--- src/rtl/alu_exec.sv ---
// Execute-stage ALU with a registered result behind a valid/ready handshake.
// Define ALU_FAST_SHIFT_EN for single-cycle barrel shifts; the default build uses a serial 1-bit/cycle shifter.
module alu_exec #(
  parameter int XLEN = 32
) (
  input  logic            clk,
  input  logic            rst_n,
  input  logic            in_valid,
  output logic            in_ready,
  input  logic [3:0]      alu_sel,
  input  logic [XLEN-1:0] op_a,
  input  logic [XLEN-1:0] op_b,
  output logic            out_valid,
  input  logic            out_ready,
  output logic [XLEN-1:0] result,
  output logic            zero
);

  localparam int SW = $clog2(XLEN);

  localparam logic [3:0] SEL_SUB  = 4'd1;
  localparam logic [3:0] SEL_XOR  = 4'd2;
  localparam logic [3:0] SEL_OR   = 4'd3;
  localparam logic [3:0] SEL_AND  = 4'd4;
  localparam logic [3:0] SEL_SLL  = 4'd5;
  localparam logic [3:0] SEL_SRL  = 4'd6;
  localparam logic [3:0] SEL_SRA  = 4'd7;
  localparam logic [3:0] SEL_SLT  = 4'd8;
  localparam logic [3:0] SEL_SLTU = 4'd9;

  logic [XLEN-1:0] result_q, result_d;
  logic            zero_q, zero_d;
  logic            out_valid_q, out_valid_d;
  logic            accept;

  // Single-cycle result; in the serial build shifts only reach here with shamt==0 (identity).
  function automatic logic [XLEN-1:0] alu_f(input logic [3:0] sel,
                                            input logic [XLEN-1:0] a,
                                            input logic [XLEN-1:0] b);
    logic signed [XLEN-1:0] sa;
    logic signed [XLEN-1:0] sb;
    logic [XLEN-1:0]        r;
`ifdef ALU_FAST_SHIFT_EN
    logic [SW-1:0]          sh;
    sh = b[SW-1:0];
`endif
    sa = a;
    sb = b;
    case (sel)
      SEL_SUB:  r = a - b;
      SEL_XOR:  r = a ^ b;
      SEL_OR:   r = a | b;
      SEL_AND:  r = a & b;
`ifdef ALU_FAST_SHIFT_EN
      SEL_SLL:  r = a << sh;
      SEL_SRL:  r = a >> sh;
      SEL_SRA:  r = $unsigned(sa >>> sh);
`else
      SEL_SLL:  r = a;
      SEL_SRL:  r = a;
      SEL_SRA:  r = a;
`endif
      SEL_SLT:  r = XLEN'(sa < sb);
      SEL_SLTU: r = XLEN'(a < b);
      default:  r = a + b;
    endcase
    return r;
  endfunction

  assign accept    = in_valid && in_ready;
  assign result    = result_q;
  assign zero      = zero_q;
  assign out_valid = out_valid_q;

`ifdef ALU_FAST_SHIFT_EN

  assign in_ready = !out_valid_q || out_ready;

  always_comb begin
    result_d    = result_q;
    zero_d      = zero_q;
    out_valid_d = out_valid_q && !out_ready;
    if (accept) begin
      result_d    = alu_f(alu_sel, op_a, op_b);
      zero_d      = (result_d == '0);
      out_valid_d = 1'b1;
    end
  end

  always_ff @(posedge clk or negedge rst_n) begin
    if (!rst_n) begin
      result_q    <= '0;
      zero_q      <= 1'b1;
      out_valid_q <= 1'b0;
    end else begin
      result_q    <= result_d;
      zero_q      <= zero_d;
      out_valid_q <= out_valid_d;
    end
  end

`else

  typedef enum logic {IDLE, SHIFT} state_t;

  state_t          state_q, state_d;
  logic [SW-1:0]   cnt_q, cnt_d;
  logic [XLEN-1:0] shreg_q, shreg_d;
  logic [1:0]      kind_q, kind_d;
  logic [SW-1:0]   shamt;
  logic            is_shift;

  // kind encodes alu_sel[1:0]: 01 SLL, 10 SRL, 11 SRA
  function automatic logic [XLEN-1:0] shift1(input logic [1:0] kind,
                                             input logic [XLEN-1:0] v);
    case (kind)
      2'b01:   return {v[XLEN-2:0], 1'b0};
      2'b10:   return {1'b0, v[XLEN-1:1]};
      default: return {v[XLEN-1], v[XLEN-1:1]};
    endcase
  endfunction

  assign shamt    = op_b[SW-1:0];
  assign is_shift = (alu_sel == SEL_SLL) || (alu_sel == SEL_SRL) || (alu_sel == SEL_SRA);
  assign in_ready = (state_q == IDLE) && (!out_valid_q || out_ready);

  always_comb begin
    state_d     = state_q;
    cnt_d       = cnt_q;
    shreg_d     = shreg_q;
    kind_d      = kind_q;
    result_d    = result_q;
    zero_d      = zero_q;
    out_valid_d = out_valid_q && !out_ready;
    case (state_q)
      IDLE: begin
        if (accept) begin
          if (is_shift && (shamt != '0)) begin
            shreg_d = op_a;
            cnt_d   = shamt;
            kind_d  = alu_sel[1:0];
            state_d = SHIFT;
          end else begin
            result_d    = alu_f(alu_sel, op_a, op_b);
            zero_d      = (result_d == '0);
            out_valid_d = 1'b1;
          end
        end
      end
      SHIFT: begin
        shreg_d = shift1(kind_q, shreg_q);
        cnt_d   = cnt_q - SW'(1);
        if (cnt_q == SW'(1)) begin
          result_d    = shreg_d;
          zero_d      = (shreg_d == '0);
          out_valid_d = 1'b1;
          state_d     = IDLE;
        end
      end
      default: state_d = IDLE;
    endcase
  end

  always_ff @(posedge clk or negedge rst_n) begin
    if (!rst_n) begin
      state_q     <= IDLE;
      cnt_q       <= '0;
      shreg_q     <= '0;
      kind_q      <= 2'b00;
      result_q    <= '0;
      zero_q      <= 1'b1;
      out_valid_q <= 1'b0;
    end else begin
      state_q     <= state_d;
      cnt_q       <= cnt_d;
      shreg_q     <= shreg_d;
      kind_q      <= kind_d;
      result_q    <= result_d;
      zero_q      <= zero_d;
      out_valid_q <= out_valid_d;
    end
  end

`endif

endmodule

--- config.mk ---
export PLATFORM = sky130hd
export DESIGN_NAME = alu_exec
export DESIGN_NICKNAME = d
export VERILOG_FILES = /design/src/rtl/alu_exec.sv
export SDC_FILE = /design/constraint.sdc
export NUM_CORES = 1
export LEC_CHECK = 0
export CORE_ASPECT_RATIO = 1.1
export CORE_UTILIZATION = 25
export DETAILED_ROUTE_END_ITERATION = 10
export HOLD_SLACK_MARGIN = 0.02
export PLACE_DENSITY_LB_ADDON = 0.25
export SETUP_SLACK_MARGIN = 0.4
export SLEW_MARGIN = 20
export SYNTH_ARGS = -nofsm -noshare
export SYNTH_HDL_FRONTEND = slang
export SYNTH_SLANG_ARGS = --single-unit
--- constraint.sdc ---
create_clock -name clk -period 5 [get_ports clk]
set_input_delay 1.5 -clock clk [delete_from_list [all_inputs] [get_ports clk]]
set_output_delay 1.5 -clock clk [all_outputs]
set_load 0.05 [all_outputs]
* Word-level counts from Yosys, hierarchy flattened *
Cells that the tools add are included.

word-level totals
  flip-flop bits (word level) = 74
  bits of input ports = 72
  output and inout bits = 35
  logic and storage cells = 76

cells by class
  add/sub/neg operators = 3
  $lt $le $gt $ge = 2
  eq/ne operators = 16
  mux-type cells = 28
  bitwise gates (word level) = 4
  reduce and logical (&&, ||, !) cells = 16

operators with widths
  operator                                                               count
  32-bit 2-to-1 mux                                                      9
  32-bit case mux with 7 select lines                                    1
  32-bit case mux with 2 select lines                                    3
  32-bit logical NOT                                                     2
  32-bit < comparator                                                    2
  32-bit adder                                                           1
  32-bit bitwise AND                                                     1
  32-bit bitwise OR                                                      1
  32-bit subtractor                                                      1
  32-bit XOR                                                             1
  4-bit by 3-bit equality test with 1-bit output, second input constant  4
  5-bit 2-to-1 mux                                                       2
  5-bit case mux with 2 select lines                                     1
  1-bit 2-to-1 mux                                                       9
  4-bit by 2-bit equality test with 1-bit output, second input constant  2
  4-bit equality test, second input constant                             2
  1-bit case mux with 2 select lines                                     3
  3-bit AND reduction                                                    2
  5-bit by 1-bit equality test with 1-bit output, second input constant  1
  5-bit nonzero test                                                     1
  5-bit by 1-bit subtractor with 5-bit output, second input constant     1
  4-bit by 1-bit equality test with 1-bit output, second input constant  1
  1-bit logical AND                                                      4
  2-bit by 1-bit != test with 1-bit output, second input constant        2
  other kinds (8)                                                        12

* Depth between registers and ports, before layout *
  depth in word-level cells = 11
  depth in mapped cells = 15
  gate-level depth less buffers = 15

* Worst setup path after synthesis *
OpenSTA, ideal clock, no wires.

  path kind = in2reg
  start = input port op_a[10]
  end = register result_q[31] (netlist: result[31])
  library setup time = 0.136 ns
  arrival = 4.512 ns
  required time = 4.864 ns
  path slack = 0.352 ns
  stages on the path = 14
  buffers on the path = 1
  path through = inv_1 -> ha_1 -> buf_4 -> or3_1 -> or4_1 -> a21oi_2 -> o311ai_1 -> a2111oi_2 -> o211ai_1 -> a221oi_1 -> mux2i_1 -> nor2_1 -> a2111oi_0 -> o21ai_0

between the ends
  longest elaborated chain between the ends = 8
  elaborated cells on any way between the ends = 9
  those cells by class = add/sub: 2; mux: 7

ends and longest elaborated chain
  what                                                      line    RTL
  start, declared                                           11      input logic [XLEN-1:0] op_a,
  32-bit adder / 32-bit subtractor (equally long branches)  65, 50
  32-bit case mux with 7 select lines *                     49      case (sel)
  32-bit 2-to-1 mux *                                       138     if (is_shift && (shamt != '0)) begin
  32-bit 2-to-1 mux *                                       137     if (accept) begin
  32-bit 2-to-1 mux *                                       135     case (state_q)
  32-bit 2-to-1 mux *                                       138
  32-bit 2-to-1 mux *                                       137
  32-bit case mux with 2 select lines *                     135
  end signal, assigned                                      178     result_q <= result_d;
  end, declared                                             31      logic [XLEN-1:0] result_q, result_d;

Mark *: on every way between the ends. The rest lies on a longest branch, timed or not. The select of a mux whose other input is x is not followed.
A chain may end at the register's enable or synchronous reset.

* Final worst setup path *
  start = input port op_b[0]
  end = register zero_q (netlist: zero)

between the ends
  longest elaborated chain between the ends = 9
  elaborated cells on any way between the ends = 19
  those cells by class = add/sub: 2; order compare: 2; eq/ne: 1; mux: 7; bitwise: 3; reduce/logical: 4

ends and longest elaborated chain
  what                                  line  RTL
  start, declared                       12    input logic [XLEN-1:0] op_b,
  32-bit adder (tied with other cells)  65    default: r = a + b;
  32-bit case mux with 7 select lines   49
  32-bit 2-to-1 mux                     138
  32-bit 2-to-1 mux                     137
  32-bit 2-to-1 mux                     135
  32-bit logical NOT                    145   zero_d = (result_d == '0);
  1-bit 2-to-1 mux                      138
  1-bit 2-to-1 mux                      137
  1-bit case mux with 2 select lines    135
  end signal, assigned                  179   zero_q <= zero_d;
  end, declared                         32    logic zero_q, zero_d;

Several ways; a longest one is shown, not always the timed one. The select of a mux whose other input is x is not followed.

==> impl_metrics.json <==
{
  "grt_pass1_wl_mm": 72.06,
  "crit_type": "input pin to register",
  "async_flop_share": 1.000,
  "yosys.cell_types.count": 79,
  "regToRegSetupSlack_ps": 1870,
  "synth.yosys.seq_area_share": 0.1878,
  "ys.flop_type": "dfrtp_1",
  "timing.final.crit_share": 0.9021,
  "dp.cells": 2205,
  "ys_ff_latch": 74,
  "slowest_stage": "or4_1",
  "clock-sinks": 74,
  "route.detailed.drc": 0,
  "diodes": 0,
  "hold_path.startpoint": "result[16]",
  "wl_per_cell_um": 21.23,
  "cp.arrival_ps": 4780,
  "critPathTopFamily": "compound AO/OA/AOI/OAI gates",
  "maxSlewHeadroom": 0.3619,
  "cts_buffer_depth": 2,
  "whs_endpoint": "result[16]",
  "maxSlewViolCount": 0,
  "finalInstanceArea_um2": 15290,
  "grt_pass1_vias": 11960,
  "syn_area_per_cell_um2": 7.230,
  "dpl_cell_area_um2": 13710,
  "core.rowCount": 75,
  "grt_overflow": 0,
  "hold_viol": 0,
  "vias_per_cell": 5.412,
  "powerDensity_nw_per_um2": 349.8,
  "port_buffers": 106,
  "r2r_start": "kind_q[0]",
  "tightest_slew_ps": 957.2,
  "rsz0062_at_grt": "yes",
  "status": "finished clean",
  "synthCells": 1365,
  "setup_tns_ps": 0,
  "io_pins": 107,
  "via_count": 12180,
  "drt_iter0_markers": 1070,
  "crit_path_cell_trace": "clkbuf_4 -> ha_2 -> fa_2 -> a21o_1 -> a221o_1 -> a41oi_2 -> buf_4 -> o41ai_1 -> buf_4 -> a41oi_2 -> nor2_2 -> or4_1 -> a2bb2oi_1 -> buf_4 -> nor4_1 -> a31o_1",
  "place_ws_ps": -883.7,
  "yosysWarnings": 0,
  "max_clock_freq_mhz": 221.7,
  "die_area_um2": 40280,
  "final_common_cell": "buf_4",
  "dpl.hpwl_mm": 38.54,
  "r2r-end": "zero",
  "insertion_delay_ps": 330,
  "setup_slack_ps": 489.3,
  "start_kind": "input pin",
  "fp.dieW_um": 191.4,
  "routed_wirelength_mm": 47.80,
  "coreArea_um2": 38570,
  "holdPathStages": 2,
  "stdcell_count": 2251,
  "worst-path-max-fanout": 4,
  "min_period_ps": 4511,
  "total_power_mw": 5.347,
  "cts_tree": "done",
  "ctsHoldBuffers": 0,
  "skew_ps": 8.030,
  "synth_top_area_share": 0.1851,
  "die_h_um": 210.4,
  "vdd_drop_max_mv": 0.4212,
  "layout-drive-gt1-share": 0.3364,
  "ctsRootBufferMaster": "clkbuf_16",
  "cap_violations": 0,
  "ant_nets": 0,
  "grt_usage": 0.2349,
  "synthTopCellsByArea": "dfrtp_1, ha_1, a21oi_1, nand2_1, o21ai_0",
  "leakagePower_nw": 6.774,
  "grt_max_degree": 75,
  "worst_hold_path_type": "register to register",
  "clk_pin_slew_worst_paths_ps": 60,
  "synth_nets": 1539,
  "area_growth_syn_to_layout_pct": 54.91,
  "cp_num_buf_inv": 4,
  "path_common_cell": "buf_4",
  "routabilityCongestion": 0.9850,
  "critical_path.max_stage_delay_ps": 410,
  "layout_common_cells": "buf_4, nand2_1, a21oi_1",
  "fin_nets": 1920,
  "synth_area_leader_cell": "dfrtp_1",
  "initial_utilization": 0.2559,
  "antenna_found_initial": 1,
  "synthesis.area_um2": 9869,
  "setup_violations": 0,
  "r2r_cells": 9,
  "synth-edff-count": 0,
  "cts_htree_levels": 3,
  "firstDrtPassIters": 5,
  "cts_buffers": 9,
  "worstPathRequired_ps": 5270,
  "setup.worst_path.end_class": "register"
}
==> final cells by class <==
class                   count  area, um^2
flip-flops and latches     74        1854
fillers                  3994       23280
multi-input cells        1095        8278
well taps                 500       625.6
repair buffers            463        3801
clock inverters             7       100.1
clock buffers               9       225.2
inverters                 103       404.1
==> cells by family (layout without fill, tap and decap cells) <==
| kind of cell | Yosys count | after routing | synth area share |
|---|---|---|---|
| buf+inv | 196 | 582 | 0.07530 |
| compound gates | 501 | 501 | 0.3441 |
| fa+ha+maj | 102 | 102 | 0.1308 |
| mux | 40 | 40 | 0.04082 |
| flops | 74 | 74 | 0.1878 |
| simple gates | 442 | 442 | 0.2123 |
| xor+xnor | 10 | 10 | 0.008874 |
==> what timing repair did <==
| item | CTS | global route |
|---|---|---|
| endpoints found under the setup margin | 21 | 13 |
| buffers inserted | 9 | 21 |
| pin swaps | 39 | 61 |
| gates resized for setup | 201 | 151 |
==> report_power, final <==
group	internal, mW	switching (mW)	total (mW)
Combinational	1.39	2.16	3.55
Clock	0.441	0.263	0.704
Sequential	0.884	0.209	1.09
==> state kept, by name, indices dropped and copies added (netlist names) <==
name and flops:
shreg_q 32, state_q 1, result 32, kind_q 2
out_valid 1, cnt_q 5, zero 1
==> cell usage after synthesis, drive strengths merged, types with 5 or more instances <==
| library cell | number |
|---|---|
| nand2b | 25 |
| xnor2 | 6 |
| a31oi | 11 |
| a22o | 11 |
| o31a | 6 |
| o21ai | 91 |
| a21o | 20 |
| o22ai | 15 |
| a21boi | 16 |
| mux2i | 38 |
| nor3 | 40 |
| and2 | 9 |
| a22oi | 23 |
| nor4 | 16 |
| o21bai | 8 |
| o41ai | 6 |
| nand4 | 14 |
| a211oi | 16 |
| o31ai | 16 |
| nor2 | 107 |
| ha | 100 |
| a221o | 19 |
| o211ai | 20 |
| inv | 103 |
| nand3 | 27 |
| or2 | 7 |
| nor3b | 5 |
| a2111oi | 8 |
| a221oi | 6 |
| o311ai | 11 |
| o221ai | 8 |
| dfrtp | 73 |
| and3 | 5 |
| a21oi | 138 |
| or3 | 11 |
| o311a | 5 |
| nor2b | 13 |
| or4 | 5 |
| clkbuf | 81 |
| nand2 | 145 |
| buf | 12 |
==> metal layers <==
| layer | vias up | wire length, um | GRT usage |
|---|---|---|---|
| met2 | 453 | 21600 | 0.3704 |
| met5 | - | 11 | 0 |
| met1 | 5856 | 21850 | 0.3250 |
| met4 | 2 | 1626 | 0.08511 |
| li1 | 5783 | - | - |
| met3 | 89 | 2707 | 0.03030 |
==> per-stage QoR <==
| step | util | hold WS (ps) |
|---|---|---|
| floorplan | - | 471.0 |
| global placement | 0.3550 | 462.8 |
| detailed placement | 0.3554 | 473.5 |
| CTS | 0.3793 | 485.9 |
| global route | 0.3964 | 510.8 |
| finish | 0.3964 | 480.5 |
==> worst reg2reg max path: stages, from the launching register on <==
cell and delay (ps):
dfrtp_1 350, inv_1 60, ha_1 370, or2_2 550, a22o_1 350, or4_1 570
nor4_1 320, nand4_1 140, a21oi_1 250, a31o_1 130
==> worst max-delay path by stage <==
stage / from / to / slack [ps] / cells past startpoint
floorplan: op_a[0] / zero / 430 / 15
global route: op_b[3] / zero / 330 / 19
global placement: op_a[6] / result[31] / -890 / 17
CTS: op_b[14] / result[31] / 380 / 17
finish: op_b[0] / zero / 490 / 16
detailed placement: op_a[11] / result[31] / -880 / 15
(Power assumes the default switching activity.)
